[src/rtl/input_debounce_pkg.sv]
// Shared defaults and sizing helper for the input debouncer.
// Optional RISE/FALL edge outputs are enabled with INPUT_DEBOUNCE_EDGE_EN.
package input_debounce_pkg;

  localparam int DEFAULT_WIDTH         = 7;
  localparam int DEFAULT_STABLE_CYCLES = 16;

  // Bits needed to hold 0..stable_cycles.
  function automatic int cnt_width(input int stable_cycles);
    return $clog2(stable_cycles + 1);
  endfunction

endpackage

[src/rtl/debounce_bit.sv]
// One debounced channel: 2-flop synchronizer, stability counter, output flop.
// Edge pulse flops are present only with INPUT_DEBOUNCE_EDGE_EN.
module debounce_bit
  import input_debounce_pkg::*;
#(
  parameter int STABLE_CYCLES = DEFAULT_STABLE_CYCLES
) (
  input  logic clk,
  input  logic rst,
  input  logic pin,
  output logic level,
  output logic update
`ifdef INPUT_DEBOUNCE_EDGE_EN
  ,
  output logic rise,
  output logic fall
`endif
);

  localparam int            CW   = cnt_width(STABLE_CYCLES);
  localparam logic [CW-1:0] LAST = CW'(STABLE_CYCLES - 1);

  logic          sync_a_reg;
  logic          sync_b_reg;
  logic [CW-1:0] cnt_reg;
  logic          level_reg;

  // Accept on the edge where the counter has already seen STABLE_CYCLES-1
  // disagreeing samples and the current one still disagrees.
  assign update = (sync_b_reg != level_reg) && (cnt_reg == LAST);
  assign level  = level_reg;

  always_ff @(posedge clk or posedge rst) begin
    if (rst) begin
      sync_a_reg <= 1'b0;
      sync_b_reg <= 1'b0;
      cnt_reg    <= '0;
      level_reg  <= 1'b0;
    end else begin
      sync_a_reg <= pin;
      sync_b_reg <= sync_a_reg;
      if (sync_b_reg == level_reg) begin
        cnt_reg <= '0;
      end else if (update) begin
        level_reg <= sync_b_reg;
        cnt_reg   <= '0;
      end else begin
        cnt_reg <= cnt_reg + 1'b1;
      end
    end
  end

`ifdef INPUT_DEBOUNCE_EDGE_EN
  logic rise_reg;
  logic fall_reg;

  always_ff @(posedge clk or posedge rst) begin
    if (rst) begin
      rise_reg <= 1'b0;
      fall_reg <= 1'b0;
    end else begin
      rise_reg <= update & sync_b_reg;
      fall_reg <= update & ~sync_b_reg;
    end
  end

  assign rise = rise_reg;
  assign fall = fall_reg;
`endif

endmodule

[src/rtl/input_debounce7.sv]
// Multi-bit switch/button debouncer with a single "any output changed" strobe.
// Define INPUT_DEBOUNCE_EDGE_EN to add per-bit RISE/FALL pulse outputs.
module input_debounce7
  import input_debounce_pkg::*;
#(
  parameter int WIDTH         = DEFAULT_WIDTH,
  parameter int STABLE_CYCLES = DEFAULT_STABLE_CYCLES
) (
  input  logic             CLK,
  input  logic             RESET,
  input  logic [WIDTH-1:0] I,
  output logic [WIDTH-1:0] O,
  output logic             CHANGED
`ifdef INPUT_DEBOUNCE_EDGE_EN
  ,
  output logic [WIDTH-1:0] RISE,
  output logic [WIDTH-1:0] FALL
`endif
);

  logic [WIDTH-1:0] update;
  logic             changed_reg;

  for (genvar gi = 0; gi < WIDTH; gi++) begin : g_bit
    debounce_bit #(
      .STABLE_CYCLES(STABLE_CYCLES)
    ) u_bit (
      .clk   (CLK),
      .rst   (RESET),
      .pin   (I[gi]),
      .level (O[gi]),
      .update(update[gi])
`ifdef INPUT_DEBOUNCE_EDGE_EN
      ,
      .rise  (RISE[gi]),
      .fall  (FALL[gi])
`endif
    );
  end

  // Same edge as the O update, so the strobe covers the cycle after it.
  always_ff @(posedge CLK or posedge RESET) begin
    if (RESET) begin
      changed_reg <= 1'b0;
    end else begin
      changed_reg <= |update;
    end
  end

  assign CHANGED = changed_reg;

endmodule

[config.mk]
export PLATFORM = sky130hd
export DESIGN_NAME = input_debounce7
export DESIGN_NICKNAME = d
export VERILOG_FILES = /design/src/rtl/input_debounce_pkg.sv /design/src/rtl/debounce_bit.sv /design/src/rtl/input_debounce7.sv
export SDC_FILE = /design/constraint.sdc
export NUM_CORES = 1
export LEC_CHECK = 0
export BUFFER_PORTS_ARGS = -buffer_cell sky130_fd_sc_hd__buf_4
export CAP_MARGIN = 5
export CORE_ASPECT_RATIO = 0.75
export CORE_UTILIZATION = 56
export DETAILED_ROUTE_END_ITERATION = 10
export GPL_TIMING_DRIVEN = 1
export PLACE_DENSITY = 0.74
export SLEW_MARGIN = 20
export SYNTH_ARGS = -nofsm -noshare
export SYNTH_HDL_FRONTEND = slang
export SYNTH_SLANG_ARGS = --single-unit
[constraint.sdc]
create_clock -name CLK -period 3.6 [get_ports CLK]
set_input_delay 0.18 -clock CLK [delete_from_list [all_inputs] [get_ports CLK]]
set_output_delay 0.18 -clock CLK [all_outputs]
set_load 0.01 [all_outputs]
# Word level (Yosys, flattened, before mapping)
# Cells that the tools add are included.
[op_classes] add_sub_neg=7 multipliers=0 div=0 magnitude_cmp=0 n_eq_ne=21 shifts=0 n_mux=14 bitwise=7 n_reduce_logical=15
[op_table] op="$mux 5" n=14
[op_table] op="$add 5x1->5 const B" n=7
[op_table] op="$eq 5x4->1 const B" n=7
[op_table] op="$reduce_and 2->1" n=7
[op_table] op="$eq 1x1->1" n=7
[op_table] op="$logic_and 1x1->1" n=7
[op_table] op="$ne 1x1->1" n=7
[op_table] op="$not 1->1" n=7
[op_table] op="$reduce_or 7->1" n=1
[word_totals] reg_bits=57 latch_bits=0 ram_bits=0 mem_bits_ro=0 output_inout_bits=8 wordCells=93 mem_count=0

# Depth between registers and ports, before layout
# Gate-level depths: netlist of the first run.
[logic_depth] word_depth=4 mapped_depth=5 mapped_depth_nobuf=5

# Cells and area by module
# A second synthesis of the first run with hierarchy kept.
[unflattened] cells_unflattened=187 area_unflattened_um2=2329.7
[by_module_without_submodules] module="debounce_bit" instances=7 cells_each=26 area_each_um2=326.6 seq_area_each_um2=200.2
[by_module_without_submodules] module="input_debounce7" instances=1 cells_each=5 area_each_um2=43.8 seq_area_each_um2=25.0

# Worst setup path before layout of the first run
# Ideal clock, no wire load.
[synth_path] path_type="register to register" startpoint="reg g_bit[6].u_bit.cnt_reg[0]" endpoint="reg changed_reg (netlist: CHANGED)" arrival_ns=1.152 required_time_ns=3.469 slack_ns=2.317 path_stages_with_launch=6 path_buffers=0 period_less_slack_ns=1.283 cell_sequence="dfrtp_1 -> ha_1 -> nand3_1 -> nor2_1 -> a2111oi_2 -> nand2_1"
[synth_via] elab_chain_cells=3
[synth_rtl] element="start, declared" line_no="debounce_bit.sv:25" rtl="logic [CW-1:0] cnt_reg;"
[synth_rtl] element="start signal, assigned" line_no="debounce_bit.sv:48" rtl="cnt_reg <= cnt_reg + 1'b1;"
[synth_rtl] element="$eq 5x4->1" line_no="debounce_bit.sv:30" rtl="assign update = (sync_b_reg != level_reg) && (cnt_reg == LAST);"
[synth_rtl] element="$logic_and 1x1->1" line_no="debounce_bit.sv:30"
[synth_rtl] element="$reduce_or 7->1" line_no="input_debounce7.sv:46" rtl="changed_reg <= |update;"
[synth_rtl] element="end signal, assigned" line_no="input_debounce7.sv:46"
[synth_rtl] element="end, declared" line_no="input_debounce7.sv:22" rtl="logic changed_reg;"
# No other way between the ends.
# A chain may end at the register's enable or synchronous reset.

# Worst setup path in the final report of the first run
[layout_path] startpoint="reg g_bit[1].u_bit.cnt_reg[0]" endpoint="reg g_bit[1].u_bit.level_reg"
[layout_via] elab_chain_cells=3
[layout_rtl] element="start, declared" line_no="debounce_bit.sv:25"
[layout_rtl] element="start signal, assigned" line_no="debounce_bit.sv:48"
[layout_rtl] element="$eq 5x4->1" line_no="debounce_bit.sv:30"
[layout_rtl] element="$logic_and 1x1->1" line_no="debounce_bit.sv:30"
[layout_rtl] element="$reduce_and 2->1 (no source line)"
[layout_rtl] element="end signal, assigned" line_no="debounce_bit.sv:45" rtl="level_reg <= sync_b_reg;"
[layout_rtl] element="end, declared" line_no="debounce_bit.sv:26" rtl="logic level_reg;"
# No other way between the ends.

==> metrics.csv, run 1 <==
metric,value,unit
DRT iter0 DRCs,52,
Routed WL per cell,13.0,µm
GRT Util Overall,20.2,%
Worst R2R Start,g_bit[1].u_bit.cnt_reg[0],
pin count of the biggest net entering global routing,58,
Syn Area/Cell,12.6,µm²
post-CTS resize count,0,
clock buffer depth,2,
max reg flops,35,
Yosys top cell area share,63.2,%
beginning of the critical path,g_bit[1].u_bit.cnt_reg[0],
Die Ht,57.0,µm
most common cell in the synthesized netlist,dfrtp_1,
vias per cell,5.04,
Total Power,1.26,mW
I/O pin count,17,
hpwl dp,2400,µm
Post-Synthesis Cells,179,
Num CTS Buffers,9,
kind of critical path,flip-flop to flip-flop,
Port Buf Inserts,16,
CORE AREA,0.00376,mm²
post-CTS setup buffer count,0,
NumNets Final,222,
fraction of registers with async set/reset,100,%
clock sink total,57,
Synth Area in XOR/XNOR,9.70,%
post-synthesis sequential area ratio,63.2,%
largest family of logic cells by synthesized area,simple AND/OR/NAND/NOR gates,
CTS root buffer,clkbuf_8,
worst clock skew,6.25,ps
Yosys reg bits,57,
die width,75.3,µm
Simple-Gate Fraction of Synth Area,13.7,%
Worst Hold Class,input pin to async pin,
Area after DPL,0.00239,mm²
Layout area overhead,16.2,%
final worst-path cycle share,39.8,%
share of layout cells above drive strength 1,18.7,%
n_diodes,0,
Critical Path AT,1640,ps
crit end category,flip-flop,
Max-cap violations,0,
fmax,0.698,GHz
worst slew pin tran,917,ps
clock-pin slew on the worst setup and hold paths,60,ps
static leakage,1.31,nW
DRC viols,0,
worst vdd ir,0.000371,V
"EDFF count, synth",0,
hold buffer count at cts,7,
fin area,0.00262,mm²
vias in the first global route,1414,
DR pass1 iterations,4,
initial antenna violation count,0,
Yosys warning count,0,
num rows,19,
Adder-Cell Fraction of Synth Area,3.88,%
Worst Path Required,3810,ps
via count,1315,
Synthesized Nets,195,
"Slew Viols, Final",0,
post-synth cell types,21,
Worst-Skew Late Latency,330,ps
mux contribution to synthesized area,3.49,%
Starting Density,60.1,%
Syn Std Cell Area,0.00226,mm²
Max transition margin,38.8,%
CTS tree,yes,
post-route ant nets,0,
Setup-failing EPs final,0,
"top cells by count, synth","dfrtp_1, nor2_1, nand3_1, xor2_1, xnor2_1",
ys flop type,dfrtp_1,
H-tree Lvls,3,
Yosys top cell by area,dfrtp_1,
total gr overflow,0,
setup TNS after final layout,0,ps
RSZ-0062 raised after global routing,no,
Critical Path Start Type,flip-flop,
outcome,finished clean,
Final Hold Viols,0,
global-route wire length before repair,6070,µm
RePlAce Congestion,0.763,
PD cells,479,mW/mm²
crit-path max FO,3,
Synth Area in Compound Gates,2.66,%
clock period minus worst slack,1430,ps
drt total wl,3400,µm
largest cells by area after synthesis,"dfrtp_1, xor2_1, xnor2_1, nor2_1, ha_1",
DIE AREA,0.00429,mm²
==> logic make-up after synthesis <==
logic type	count (synthesis)
compound gates	10
flops	57
mux	7
xor+xnor	25
buf+inv	13
simple gates	60
fa+ha+maj	7
==> final timing paths <==
check | cells after the start | slack, ps | to
min in group CLK | 0 | 340 | g_bit[6].u_bit.sync_b_reg
hold / removal | 2 | 40 | g_bit[3].u_bit.cnt_reg[3]
max in group asynchronous | 2 | 3030 | g_bit[6].u_bit.cnt_reg[0]
setup / recovery | 4 | 2170 | g_bit[1].u_bit.level
setup reg to reg | 4 | 2170 | g_bit[1].u_bit.level
hold reg to reg | 0 | 340 | g_bit[6].u_bit.sync_b_reg
==> placed cells by master (no fill, tap or decap) <==
| master | instances |
|---|---|
| and3_1 | 6 |
| xnor2_1 | 12 |
| inv_1 | 5 |
| a2111oi_2 | 1 |
| clkbuf_1 | 3 |
| nand3_1 | 13 |
| a21oi_1 | 2 |
| dfrtp_1 | 57 |
| nor2_1 | 25 |
| nor3_1 | 3 |
| clkbuf_8 | 11 |
| nand4b_1 | 1 |
| and2_1 | 3 |
| dlygate4sd3_1 | 7 |
| clkinv_2 | 1 |
| ha_1 | 7 |
| o21ai_0 | 7 |
| xor2_1 | 13 |
| nor3_2 | 5 |
| buf_4 | 16 |
| mux2_1 | 2 |
| nand2_1 | 2 |
| mux2_2 | 5 |
| nor2b_1 | 1 |
| and2b_1 | 1 |
==> power by group <==
part / internal (mW) / switching, mW
combinational: 0.0330 / 0.0374
sequential: 0.668 / 0.0200
clock: 0.280 / 0.217
total: 0.982 / 0.275
==> layout make-up <==
cell class | count | area, µm²
Multi-Input combinational cell | 109 | 756
Tap cell | 52 | 65.1
Clock buffer | 14 | 163
Fill cell | 276 | 1130
Inverter | 6 | 23.8
Sequential cell | 57 | 1430
Timing Repair Buffer | 23 | 190
==> per-stage QoR <==
step | cells | util [%] | hold WS, ps | setup slack, ps
after floorplan | 179 | - | 211 | 2020
after global placement | 240 | 63.6 | 290 | 2210
after detailed placement | 240 | 63.6 | 291 | 2160
after CTS | 261 | 69.8 | 197 | 2150
after global routing | 261 | 69.9 | 112 | 2060
final | 261 | 69.9 | 37.3 | 2170
==> critical path, stage by stage, from the launching register on <==
cell,delay (ps)
dfrtp_1,370
ha_1,210
nand3_1,160
nor3_2,220
mux2_1,360
==> layer usage <==
layer | track usage [%] | routed length (µm)
met2 | 31.4 | 1650
met1 | 24.0 | 1520
met5 | 0 | 0
met4 | 6.88 | 45
met3 | 11.0 | 183
No activity file was read; power rests on OpenSTA's default activity.
==> run 2: changes to the inputs <==
--- a/config.mk
+++ b/config.mk
@@ -8,10 +8,10 @@
 export BUFFER_PORTS_ARGS = -buffer_cell sky130_fd_sc_hd__buf_4
 export CAP_MARGIN = 5
 export CORE_ASPECT_RATIO = 0.75
-export CORE_UTILIZATION = 56
+export CORE_UTILIZATION = 52
 export DETAILED_ROUTE_END_ITERATION = 10
 export GPL_TIMING_DRIVEN = 1
-export PLACE_DENSITY = 0.74
+export PLACE_DENSITY = 0.72
 export SLEW_MARGIN = 20
 export SYNTH_ARGS = -nofsm -noshare
 export SYNTH_HDL_FRONTEND = slang
==> constraint.sdc (replaced) <==
create_clock -name CLK -period 1.3 [get_ports CLK]
set_input_delay 0.065 -clock CLK [delete_from_list [all_inputs] [get_ports CLK]]
set_output_delay 0.065 -clock CLK [all_outputs]
set_load 0.01 [all_outputs]
==> run 2 against run 1 <==
The flow now finishes with violations (setup timing). Via count is 15% higher. Largest cell class unchanged. Final cell count increased by 14%. Worst hold slack improved by 310 ps. Non-clock buffer count rose by 32.
==> metrics.csv, run 2 (synthesis gave the netlist of run 1 again) <==
metric,value,unit,change
max reg flops,35,,unchanged
DRC viols,0,,unchanged
CP Buf/Inv Count,0,,unchanged
register share of total power,47.2,%,-7.6 points
kind of critical path,flip-flop to flip-flop,,
clock-pin slew on the worst setup and hold paths,60,ps,about the same
GRT Util Overall,22.0,%,+1.8 points
Starting Density,55.0,%,-5.1 points
static leakage,1.51,nW,+15%
Worst R2R Start,g_bit[0].u_bit.cnt_reg[1],,
clock buffer depth,2,,unchanged
vias in the first global route,1596,,+13%
clock period minus worst slack,1340,ps,-94.6 ps
via count,1518,,+15%
NumNets Final,254,,+14%
PD cells,1260,mW/mm²,+160%
Num CTS Buffers,9,,unchanged
CP max-delay cell,dfrtp_1,,
drt total wl,4670,µm,+37%
fmax,0.747,GHz,+7.1%
die width,78.1,µm,+3.7%
reg2reg path depth,4,,unchanged
Port Buf Inserts,16,,unchanged
"Slew Viols, Final",0,,unchanged
hpwl dp,2780,µm,+16%
Routed WL per cell,15.7,µm,+20%
Hold Crit Depth,0,,
Worst R2R Setup Slack,-40,ps,-2210 ps
final worst slack,-38.4,ps,-2210 ps
fin area,0.00326,mm²,+24%
WHS,347,ps,+310 ps
Non-Filler Instances,298,,+14%
final core utilization,79.5,%,+9.6 points
DR pass1 iterations,4,,unchanged
CP top delay family,flip-flops,,
num rows,20,,+1
Final Hold Viols,0,,unchanged
n_diodes,0,,unchanged
crit end category,flip-flop,,
Max transition margin,68.7,%,+30 points
filler cell count,231,,-16%
Worst path max stage delay,400,ps,+30 ps
RSZ-0062 raised after global routing,yes,,
Worst Path Required,1510,ps,-2300 ps
switching power,872,µW,+220%
I/O pin count,17,,unchanged
initial antenna violation count,0,,unchanged
vias per cell,5.09,,+1.1%
Hold Path End,g_bit[4].u_bit.sync_b_reg,,
Die Ht,59.1,µm,+3.6%
Clock power frac,44.6,%,+5.0 points
DIE AREA,0.00461,mm²,+7.4%
Max-cap violations,0,,unchanged
"most common cell after layout, fill and taps aside",dfrtp_1,,
H-tree Lvls,3,,unchanged
total gr overflow,0,,unchanged
reg2reg end,g_bit[0].u_bit.level,,
DRT iter0 DRCs,42,,-19%
most frequent cells in the layout,"dfrtp_1, buf_4, nor2_1",,
CTS tree,yes,,
Critical Path Start Type,flip-flop,,
min-delay src,g_bit[4].u_bit.sync_a_reg,,
CORE AREA,0.00410,mm²,+9.3%
Layout area overhead,44.5,%,
Internal,3.22,mW,+230%
Place WS,-69.9,ps,-2230 ps
CP cell instances,ha_4 > nand3_4 > nor3_4 > mux2_4,,
RePlAce Congestion,0.705,,-7.5%
DP Cell Count,264,,+10%
global-route wire length before repair,7280,µm,+20%
crit-path max FO,3,,unchanged
Critical Path AT,1550,ps,-90 ps
post-route ant nets,0,,unchanged
worst vdd ir,0.000908,V,+140%
failing checks,setup timing,,
Switching Share,21.3,%,-0.57 points
worst clock skew,9.12,ps,+2.87 ps
worst slew pin tran,465,ps,-451 ps
final worst-path cycle share,103,%,+63 points
WP depth,4,,unchanged
Setup-failing EPs final,1,,+1
area of the multi-input gates,0.00107,mm²,+41%
share of layout cells above drive strength 1,40.3,%,+22 points
pin count of the biggest net entering global routing,58,,unchanged
clock sink total,57,,unchanged
sequential cell area,0.00143,mm²,unchanged
Area after DPL,0.00257,mm²,+7.4%
outcome,"complete, but fails checks",,
Worst Hold Class,flip-flop to flip-flop,,
Comb pwr share,8.2,%,+2.6 points
Worst-Skew Late Latency,330,ps,about the same
CTS root buffer,clkbuf_8,,
run 2: worst reg2reg max path, cell delays in order (launching register included):
cell     delay, ps
dfrtp_1        400
ha_4           170
nand3_4        100
nor3_4         230
mux2_4         330
run 2: through the flow:
step	total power, mW	setup TNS, ps
CTS	4.08	-63.6
global placement	2.14	0
global route	4.27	-301
floorplan	2.06	0
detailed placement	2.17	-367
finish	4.10	-38.4
run 2: how the worst max path moves through the flow:
stage | startpoint | slack, ps | endpoint
after floorplan | g_bit[6].u_bit.cnt_reg[0] | 20 | CHANGED
after global placement | g_bit[3].u_bit.cnt_reg[0] | 3 | g_bit[3].u_bit.level
after detailed placement | g_bit[6].u_bit.cnt_reg[1] | -70 | CHANGED
after CTS | g_bit[3].u_bit.cnt_reg[1] | -40 | g_bit[3].u_bit.level
after global routing | g_bit[0].u_bit.cnt_reg[1] | -110 | g_bit[0].u_bit.level
final | g_bit[0].u_bit.cnt_reg[1] | -40 | g_bit[0].u_bit.level
run 2: what timing repair did:
item | in CTS | in global routing
pin swaps | 10 | 8
buffers inserted | 10 | 0
endpoints found under the setup margin | 8 | 21
hold endpoints to repair | 64 | 0
resized for setup | 33 | 27
hold buffers | 8 | 0
run 2: power groups by stage:
stage                     Clock [mW]  Combinational, mW  Sequential, mW
after floorplan                    0              0.132            1.92
after global placement             0              0.217            1.92
after detailed placement           0              0.241            1.93
after CTS                       1.86              0.304            1.91
after global routing            1.95              0.375            1.94
final                           1.83              0.335            1.93
run 2: layout make-up:
cell class,count,share of cell area [%]
flip-flops and latches,57,43.7
multi-input cells,109,32.8
repair buffers,55,13.8
clock buffers,14,4.99
well taps,55,2.11
clock inverters,2,1.84
inverters,6,0.806
run 2: metal layers:
layer,vias up,wire [µm],GRT usage [%]
met5,-,0,0
met4,0,98,8.47
met3,11,158,8.31
met2,28,2550,39.7
met1,771,1860,23.9
li1,708,-,-
